### src/rtl/multicycle_ctrl.sv
// Multi-cycle RV32I sequencer: FETCH/DECODE/EXEC/MEM/WB/MULDIV/TRAP control with memory timeout.
// Optional iterative MUL/DIV sequencing is enabled by defining RV_MULDIV_EN.
module multicycle_ctrl #(
    parameter int unsigned MAX_WAIT = 15,
    parameter int unsigned MUL_LAT  = 4,
    parameter int unsigned DIV_LAT  = 33
) (
    input  logic        clk,
    input  logic        rst_n,
    input  logic [31:0] instr,
    input  logic        mem_ack,
    input  logic        branch_taken,
    output logic        mem_req,
    output logic        mem_we,
    output logic        mem_iord,
    output logic        ir_write,
    output logic        pc_write,
    output logic [1:0]  pc_src,
    output logic        reg_write,
    output logic [1:0]  wb_sel,
    output logic [1:0]  alu_src_a,
    output logic        alu_src_b,
    output logic [3:0]  alu_control,
    output logic        md_start,
    output logic        instret,
    output logic        trap,
    output logic [1:0]  trap_cause,
    output logic [2:0]  state_o
);

    typedef enum logic [2:0] {
        S_RESET  = 3'd0,
        S_FETCH  = 3'd1,
        S_DECODE = 3'd2,
        S_EXEC   = 3'd3,
        S_MEM    = 3'd4,
        S_WB     = 3'd5,
        S_MULDIV = 3'd6,
        S_TRAP   = 3'd7
    } state_t;

    localparam logic [3:0] ALU_ADD  = 4'd0;
    localparam logic [3:0] ALU_SUB  = 4'd1;
    localparam logic [3:0] ALU_SLL  = 4'd2;
    localparam logic [3:0] ALU_SLT  = 4'd3;
    localparam logic [3:0] ALU_SLTU = 4'd4;
    localparam logic [3:0] ALU_XOR  = 4'd5;
    localparam logic [3:0] ALU_SRL  = 4'd6;
    localparam logic [3:0] ALU_SRA  = 4'd7;
    localparam logic [3:0] ALU_OR   = 4'd8;
    localparam logic [3:0] ALU_AND  = 4'd9;

    localparam logic [6:0] OP_LUI    = 7'b0110111;
    localparam logic [6:0] OP_AUIPC  = 7'b0010111;
    localparam logic [6:0] OP_JAL    = 7'b1101111;
    localparam logic [6:0] OP_JALR   = 7'b1100111;
    localparam logic [6:0] OP_BRANCH = 7'b1100011;
    localparam logic [6:0] OP_LOAD   = 7'b0000011;
    localparam logic [6:0] OP_STORE  = 7'b0100011;
    localparam logic [6:0] OP_IMM    = 7'b0010011;
    localparam logic [6:0] OP_OP     = 7'b0110011;
    localparam logic [6:0] OP_FENCE  = 7'b0001111;
    localparam logic [6:0] OP_SYSTEM = 7'b1110011;

`ifdef RV_MULDIV_EN
    localparam bit MD_EN = 1'b1;
`else
    localparam bit MD_EN = 1'b0;
`endif

    localparam int WAIT_W = (MAX_WAIT < 2) ? 1 : $clog2(MAX_WAIT + 1);
    localparam int MD_MAX = (MUL_LAT > DIV_LAT) ? MUL_LAT : DIV_LAT;
    localparam int MD_W   = (MD_MAX < 2) ? 1 : $clog2(MD_MAX);

    state_t              state_q, state_d;
    logic [WAIT_W-1:0]   wait_cnt_q, wait_cnt_d;
    logic [MD_W-1:0]     md_cnt_q, md_cnt_d;
    logic [1:0]          trap_cause_q, trap_cause_d;

    logic [6:0]          opcode;
    logic [2:0]          funct3;
    logic [6:0]          funct7;
    logic                illegal;
    logic                is_muldiv;
    logic                is_store;
    logic                mem_phase;
    logic                timeout;
    logic [MD_W-1:0]     md_last;
    logic                unused_instr_bits;

    assign opcode   = instr[6:0];
    assign funct3   = instr[14:12];
    assign funct7   = instr[31:25];
    assign is_store = (opcode == OP_STORE);
    assign md_last  = instr[14] ? MD_W'(DIV_LAT - 1) : MD_W'(MUL_LAT - 1);
    assign unused_instr_bits = ^{instr[24:15], instr[11:7]};

    function automatic logic [3:0] alu_func(input logic [2:0] f3, input logic alt);
        logic [3:0] code;
        case (f3)
            3'b000:  code = alt ? ALU_SUB : ALU_ADD;
            3'b001:  code = ALU_SLL;
            3'b010:  code = ALU_SLT;
            3'b011:  code = ALU_SLTU;
            3'b100:  code = ALU_XOR;
            3'b101:  code = alt ? ALU_SRA : ALU_SRL;
            3'b110:  code = ALU_OR;
            default: code = ALU_AND;
        endcase
        return code;
    endfunction

    // Legality only depends on the IR, so it is evaluated every cycle and consumed in DECODE.
    always_comb begin
        illegal   = 1'b0;
        is_muldiv = 1'b0;
        case (opcode)
            OP_LUI, OP_AUIPC, OP_JAL, OP_JALR, OP_BRANCH, OP_LOAD,
            OP_STORE, OP_IMM, OP_FENCE, OP_SYSTEM: illegal = 1'b0;
            OP_OP: begin
                if (funct7 == 7'b0000000) begin
                    illegal = 1'b0;
                end else if (funct7 == 7'b0100000) begin
                    illegal = !((funct3 == 3'b000) || (funct3 == 3'b101));
                end else if (funct7 == 7'b0000001) begin
                    illegal   = !MD_EN;
                    is_muldiv = MD_EN;
                end else begin
                    illegal = 1'b1;
                end
            end
            default: illegal = 1'b1;
        endcase
    end

    assign mem_phase = (state_q == S_FETCH) || (state_q == S_MEM);
    assign timeout   = (MAX_WAIT != 0) && mem_phase && !mem_ack &&
                       (wait_cnt_q == WAIT_W'(MAX_WAIT));

    always_comb begin
        state_d      = state_q;
        trap_cause_d = trap_cause_q;
        mem_req      = 1'b0;
        mem_we       = 1'b0;
        mem_iord     = 1'b0;
        ir_write     = 1'b0;
        pc_write     = 1'b0;
        pc_src       = 2'b00;
        reg_write    = 1'b0;
        wb_sel       = 2'b00;
        alu_src_a    = 2'b00;
        alu_src_b    = 1'b0;
        alu_control  = ALU_ADD;
        md_start     = 1'b0;
        instret      = 1'b0;
        trap         = 1'b0;
        case (state_q)
            S_RESET: state_d = S_FETCH;
            S_FETCH: begin
                mem_req = 1'b1;
                if (mem_ack) begin
                    ir_write = 1'b1;
                    state_d  = S_DECODE;
                end else if (timeout) begin
                    state_d      = S_TRAP;
                    trap_cause_d = 2'b10;
                end
            end
            S_DECODE: begin
                if (illegal) begin
                    state_d      = S_TRAP;
                    trap_cause_d = 2'b01;
                end else begin
                    state_d = S_EXEC;
                end
            end
            S_EXEC: begin
                state_d = S_FETCH;
                case (opcode)
                    OP_OP: begin
                        if (is_muldiv) begin
                            state_d = S_MULDIV;
                        end else begin
                            alu_control = alu_func(funct3, instr[30]);
                            reg_write   = 1'b1;
                            pc_write    = 1'b1;
                            instret     = 1'b1;
                        end
                    end
                    OP_IMM: begin
                        alu_control = alu_func(funct3, (funct3 == 3'b101) && instr[30]);
                        alu_src_b   = 1'b1;
                        reg_write   = 1'b1;
                        pc_write    = 1'b1;
                        instret     = 1'b1;
                    end
                    OP_LUI, OP_AUIPC: begin
                        alu_src_a = (opcode == OP_LUI) ? 2'b10 : 2'b01;
                        alu_src_b = 1'b1;
                        reg_write = 1'b1;
                        pc_write  = 1'b1;
                        instret   = 1'b1;
                    end
                    OP_BRANCH: begin
                        case (funct3[2:1])
                            2'b10:   alu_control = ALU_SLT;
                            2'b11:   alu_control = ALU_SLTU;
                            default: alu_control = ALU_SUB;
                        endcase
                        pc_write = 1'b1;
                        pc_src   = branch_taken ? 2'b01 : 2'b00;
                        instret  = 1'b1;
                    end
                    OP_JAL: begin
                        reg_write = 1'b1;
                        wb_sel    = 2'b10;
                        pc_write  = 1'b1;
                        pc_src    = 2'b01;
                        instret   = 1'b1;
                    end
                    OP_JALR: begin
                        alu_src_b = 1'b1;
                        reg_write = 1'b1;
                        wb_sel    = 2'b10;
                        pc_write  = 1'b1;
                        pc_src    = 2'b10;
                        instret   = 1'b1;
                    end
                    OP_LOAD, OP_STORE: begin
                        alu_src_b = 1'b1;
                        state_d   = S_MEM;
                    end
                    default: begin
                        pc_write = 1'b1;
                        instret  = 1'b1;
                    end
                endcase
            end
            S_MEM: begin
                mem_req   = 1'b1;
                mem_iord  = 1'b1;
                mem_we    = is_store;
                alu_src_b = 1'b1;
                if (mem_ack) begin
                    if (is_store) begin
                        pc_write = 1'b1;
                        instret  = 1'b1;
                        state_d  = S_FETCH;
                    end else begin
                        state_d = S_WB;
                    end
                end else if (timeout) begin
                    state_d      = S_TRAP;
                    trap_cause_d = 2'b10;
                end
            end
            S_WB: begin
                reg_write = 1'b1;
                wb_sel    = 2'b01;
                pc_write  = 1'b1;
                instret   = 1'b1;
                state_d   = S_FETCH;
            end
            S_MULDIV: begin
`ifdef RV_MULDIV_EN
                md_start = (md_cnt_q == '0);
`endif
                if (md_cnt_q == md_last) begin
                    reg_write = 1'b1;
                    wb_sel    = 2'b11;
                    pc_write  = 1'b1;
                    instret   = 1'b1;
                    state_d   = S_FETCH;
                end
            end
            default: begin
                trap     = 1'b1;
                pc_write = 1'b1;
                pc_src   = 2'b11;
                state_d  = S_FETCH;
            end
        endcase
    end

    // Both counters restart whenever the state changes, so each phase starts from zero.
    always_comb begin
        wait_cnt_d = '0;
        md_cnt_d   = '0;
        if ((state_d == state_q) && mem_phase && !mem_ack) begin
            wait_cnt_d = wait_cnt_q + 1'b1;
        end
        if ((state_q == S_MULDIV) && (state_d == S_MULDIV)) begin
            md_cnt_d = md_cnt_q + 1'b1;
        end
    end

    always_ff @(posedge clk or negedge rst_n) begin
        if (!rst_n) begin
            state_q      <= S_RESET;
            wait_cnt_q   <= '0;
            md_cnt_q     <= '0;
            trap_cause_q <= 2'b00;
        end else begin
            state_q      <= state_d;
            wait_cnt_q   <= wait_cnt_d;
            md_cnt_q     <= md_cnt_d;
            trap_cause_q <= trap_cause_d;
        end
    end

    assign trap_cause = trap_cause_q;
    assign state_o    = state_q;

endmodule

### config.mk
export PLATFORM = sky130hd
export DESIGN_NAME = multicycle_ctrl
export DESIGN_NICKNAME = d
export VERILOG_FILES = /design/src/rtl/multicycle_ctrl.sv
export SDC_FILE = /design/constraint.sdc
export NUM_CORES = 1
export LEC_CHECK = 0
export ABC_AREA = 1
export BUFFER_PORTS_ARGS = -buffer_cell sky130_fd_sc_hd__buf_2
export CAP_MARGIN = 20
export CORE_MARGIN = 1
export CORE_UTILIZATION = 25
export CTS_CLUSTER_DIAMETER = 50
export DETAILED_ROUTE_END_ITERATION = 7
export GPL_ROUTABILITY_DRIVEN = 0
export SETUP_SLACK_MARGIN = 0.5
export SLEW_MARGIN = 15
export SYNTH_ARGS = -nofsm -noshare
export SYNTH_HDL_FRONTEND = slang
export SYNTH_SLANG_ARGS = --single-unit
### constraint.sdc
create_clock -name clk -period 1.71 [get_ports clk]
set_clock_uncertainty 0.1 [all_clocks]
set_input_delay 0 -clock clk [delete_from_list [all_inputs] [get_ports clk]]
set_output_delay 0 -clock clk [all_outputs]
set_load 0.005 [all_outputs]
==> flow_summary.json <==
{
  "synth.distinct_cells": 31,
  "yosysSeqAreaShare": 0.3055,
  "globalRouteOverflowTotal": 0,
  "worst_r2r_endpoint": "state_o[2]",
  "totalPowerFinal_w": 0.002173,
  "cts_buffers": 3,
  "slowest_stage": "dfrtp_2",
  "min_path_type": "in2reg",
  "startpoint": "state_o[0]",
  "cpPeakStageDelay_ps": 430,
  "drt-initial-drc-count": 101,
  "clock_latency_ps": 250,
  "cp_num_buf_inv": 4,
  "track_usage": 0.1516,
  "layout-drive-gt1-share": 0.4596,
  "r2r_cells": 8,
  "report.final.slew_viol_count": 0,
  "routed_wl_mm": 4.146,
  "hold_violations": 0,
  "required_ps": 1610,
  "period_minus_slack_ps": 1623,
  "synth_mux_area_frac": 0,
  "clkTransAtPathRegs_ps": 60,
  "avgSynthCellArea_sq_um": 6.467,
  "ys_warn_count": 0,
  "viasPerCell": 4.652,
  "hpwlAfterDp_mm": 2.729,
  "path_cells": "inv_2 > nand2_4 > nor2_4 > nand4_1 > o21ai_2 > buf_4 > buf_4 > buf_6",
  "p_per_area_nw_per_um2": 1064,
  "vias": 1577,
  "rows": 25,
  "setup_tns_ps": 0,
  "cp-endpoint": "wb_sel[0]",
  "portBuffers": 44,
  "synthAdderAreaFrac": 0.02037,
  "die_x_um": 72.11,
  "synthCells": 190,
  "start_kind": "flip-flop",
  "clock-sinks": 15,
  "rsz0062_at_grt": "yes",
  "period_share": 0.9489,
  "nets": 311,
  "final_antenna_net_count": 0,
  "wl_per_cell_um": 12.23,
  "cp_max_fo": 3,
  "leakage_nw": 1.043,
  "synth_xor_area_frac": 0.02851,
  "r2r-start": "state_o[0]",
  "clockRootBuffer": "clkbuf_8",
  "die-height_um": 72.11,
  "num_io_pins": 61,
  "crit_top_cell": "buf_4",
  "holdWs_ps": 54.61,
  "final_util": 0.4323,
  "ir_worst_vdd_uv": 455.4,
  "yosys.area_share.simple": 0.4165,
  "cap_violations": 0,
  "cp_num_cells": 8,
  "syn2layout_area_growth_pct": 66.19,
  "syn_area_sq_um": 1229,
  "drt_first_pass_iters": 4,
  "synth-seq-cells": 15,
  "critical_path.top_delay_family": "flip-flops",
  "critPathArrivalTime_ps": 1520,
  "tritoncts": "done",
  "critical_path_class": "reg2out",
  "antenna_cells": 0,
  "setup_viol": 0,
  "grt_pass1_wl_mm": 6.189,
  "clock_path_buffers": 2,
  "pre_cts_slack_ps": 118.5,
  "antenna_found_initial": 0,
  "fin_ws_ps": 87.41,
  "r2r_slack_ps": 90,
  "grt_start_max_net_pins": 16,
  "synth_top_family_by_area": "simple AND/OR/NAND/NOR gates",
  "max_freq_ghz": 0.6163,
  "h-tree-depth": 1,
  "synth_compound_area_frac": 0.1344,
  "syn-num-nets": 228,
  "core-area_sq_um": 4723,
  "worstSetupEndpointType": "primary output",
  "start_util": 0.2601,
  "die_area_sq_um": 5199,
  "grt_pass1_vias": 1472,
  "drc": 0,
  "status": "finished clean"
}
[synthesized netlist by cell type]
| cell | count | area (sq um) |
|---|---|---|
| xor2_1 | 2 | 17.52 |
| nand3_1 | 14 | 70.07 |
| o21ai_2 | 1 | 8.760 |
| xnor2_1 | 2 | 17.52 |
| a22o_1 | 1 | 8.760 |
| a221oi_1 | 1 | 8.760 |
| a21oi_4 | 1 | 16.27 |
| a32o_1 | 1 | 10.01 |
| nor4_1 | 1 | 6.260 |
| nand2_2 | 3 | 18.77 |
| o21ai_0 | 12 | 60.06 |
| dfrtp_1 | 15 | 375.4 |
| nand3_2 | 3 | 30.03 |
| nor3_1 | 4 | 20.02 |
| nor2_1 | 33 | 123.9 |
| a31oi_1 | 1 | 6.260 |
| a21oi_1 | 5 | 25.02 |
| ha_1 | 2 | 25.02 |
| inv_1 | 25 | 93.84 |
| buf_4 | 1 | 7.510 |
| inv_2 | 3 | 11.26 |
| o22ai_1 | 1 | 6.260 |
| nand2_1 | 44 | 165.2 |
| or3_1 | 1 | 6.260 |
| nor3b_1 | 2 | 15.01 |
| or2_2 | 1 | 6.260 |
| o211ai_1 | 1 | 7.510 |
| nand4_1 | 6 | 37.54 |
| o21bai_1 | 1 | 7.510 |
| conb_1 | 1 | 3.750 |
| nand4_2 | 1 | 12.51 |
[metal layers]
metal / routed length (um) / vias to the layer above / share of wire / global-route usage
met3: 219 / 13 / 0.053 / 0.01944
met1: 1694 / 722 / 0.41 / 0.1806
met4: 114 / 0 / 0.027 / 0.06754
li1: - / 787 / - / -
met2: 2116 / 55 / 0.51 / 0.2710
met5: 0 / - / 0 / 0
[cell usage in the layout, fill, tap and decap left out, types with 2 or more instances in the layout]
cell and count:
nor3_1 3, dfrtp_1 12, buf_4 25, nand3_2 3, nand4_1 6, nand2_1 38
buf_2 43, xnor2_1 2, inv_4 3, nor2_2 7, nor2_4 3, nand2_4 3
nand3_4 2, clkbuf_8 3, nand2_2 5, buf_6 10, o21ai_0 11, a21oi_1 4
nand3_1 12, dfrtp_2 3, nor3b_2 2, xor2_1 2, inv_2 3, nor2_1 23
inv_1 22
[worst min-delay path by stage]
stage,start,end,cells past startpoint
4_1_cts,mem_ack,state_o[0],3
3_3_place_gp,rst_n,wait_cnt_q[2],1
5_1_grt,mem_ack,state_o[0],3
2_1_floorplan,rst_n,md_cnt_q[0],0
3_5_place_dp,rst_n,wait_cnt_q[2],1
6_report,mem_ack,state_o[0],3
[through the flow]
stage / instance area, sq um / instances
final: 2042 / 339
after global placement: 1582 / 304
after CTS: 1916 / 332
after global routing: 2042 / 339
after floorplan: 1255 / 190
after detailed placement: 1582 / 304
[what timing repair did]
| item | in CTS | in global routing |
|---|---|---|
| pin swaps | 6 | 8 |
| buffers inserted | 23 | 7 |
| gates resized for setup | 29 | 21 |
| hold endpoints to repair | 15 | 0 |
| hold buffers | 1 | 0 |
| gates cloned | 0 | 0 |
| setup endpoints to repair | 33 | 34 |
[kinds of logic (layout without fill, tap and decap cells)]
group	Yosys count	after routing
compound gates	26	26
xor+xnor	4	4
fa+ha+maj	2	2
buf+inv	29	111
flops	15	15
other cells	1	1
simple gates	113	113
[tightest hold or removal path, delay by kind of cell]
family	cells	cell delay (ps)
AO/OA/AOI/OAI	1	110
buffers and inverters	1	160
AND/OR/NAND/NOR	1	90
[cell type report]
cell class	instances	area (sq um)
Multi-Input combinational cell	146	895.9
Timing Repair Buffer	79	525.5
Tap cell	67	83.83
Fill cell	469	2681
Inverter	28	112.6
Clock buffer	4	45.04
Sequential cell	15	379.1
[power by group]
part	internal, W	total [W]	leakage (nW)	switching, W
Clock	0.000165	0.000285	0.0228	0.000120
Sequential	0.000421	0.000501	0.199	0.0000803
Combinational	0.000681	0.00139	0.821	0.000706
Total	0.00127	0.00217	1.04	0.000907
[registers in the layout, indices dropped and copies added (netlist names)]
register and flops:
trap_cause 2, wait_cnt_q 4, md_cnt_q 6, state_o 3
(Power assumes the default switching activity.)
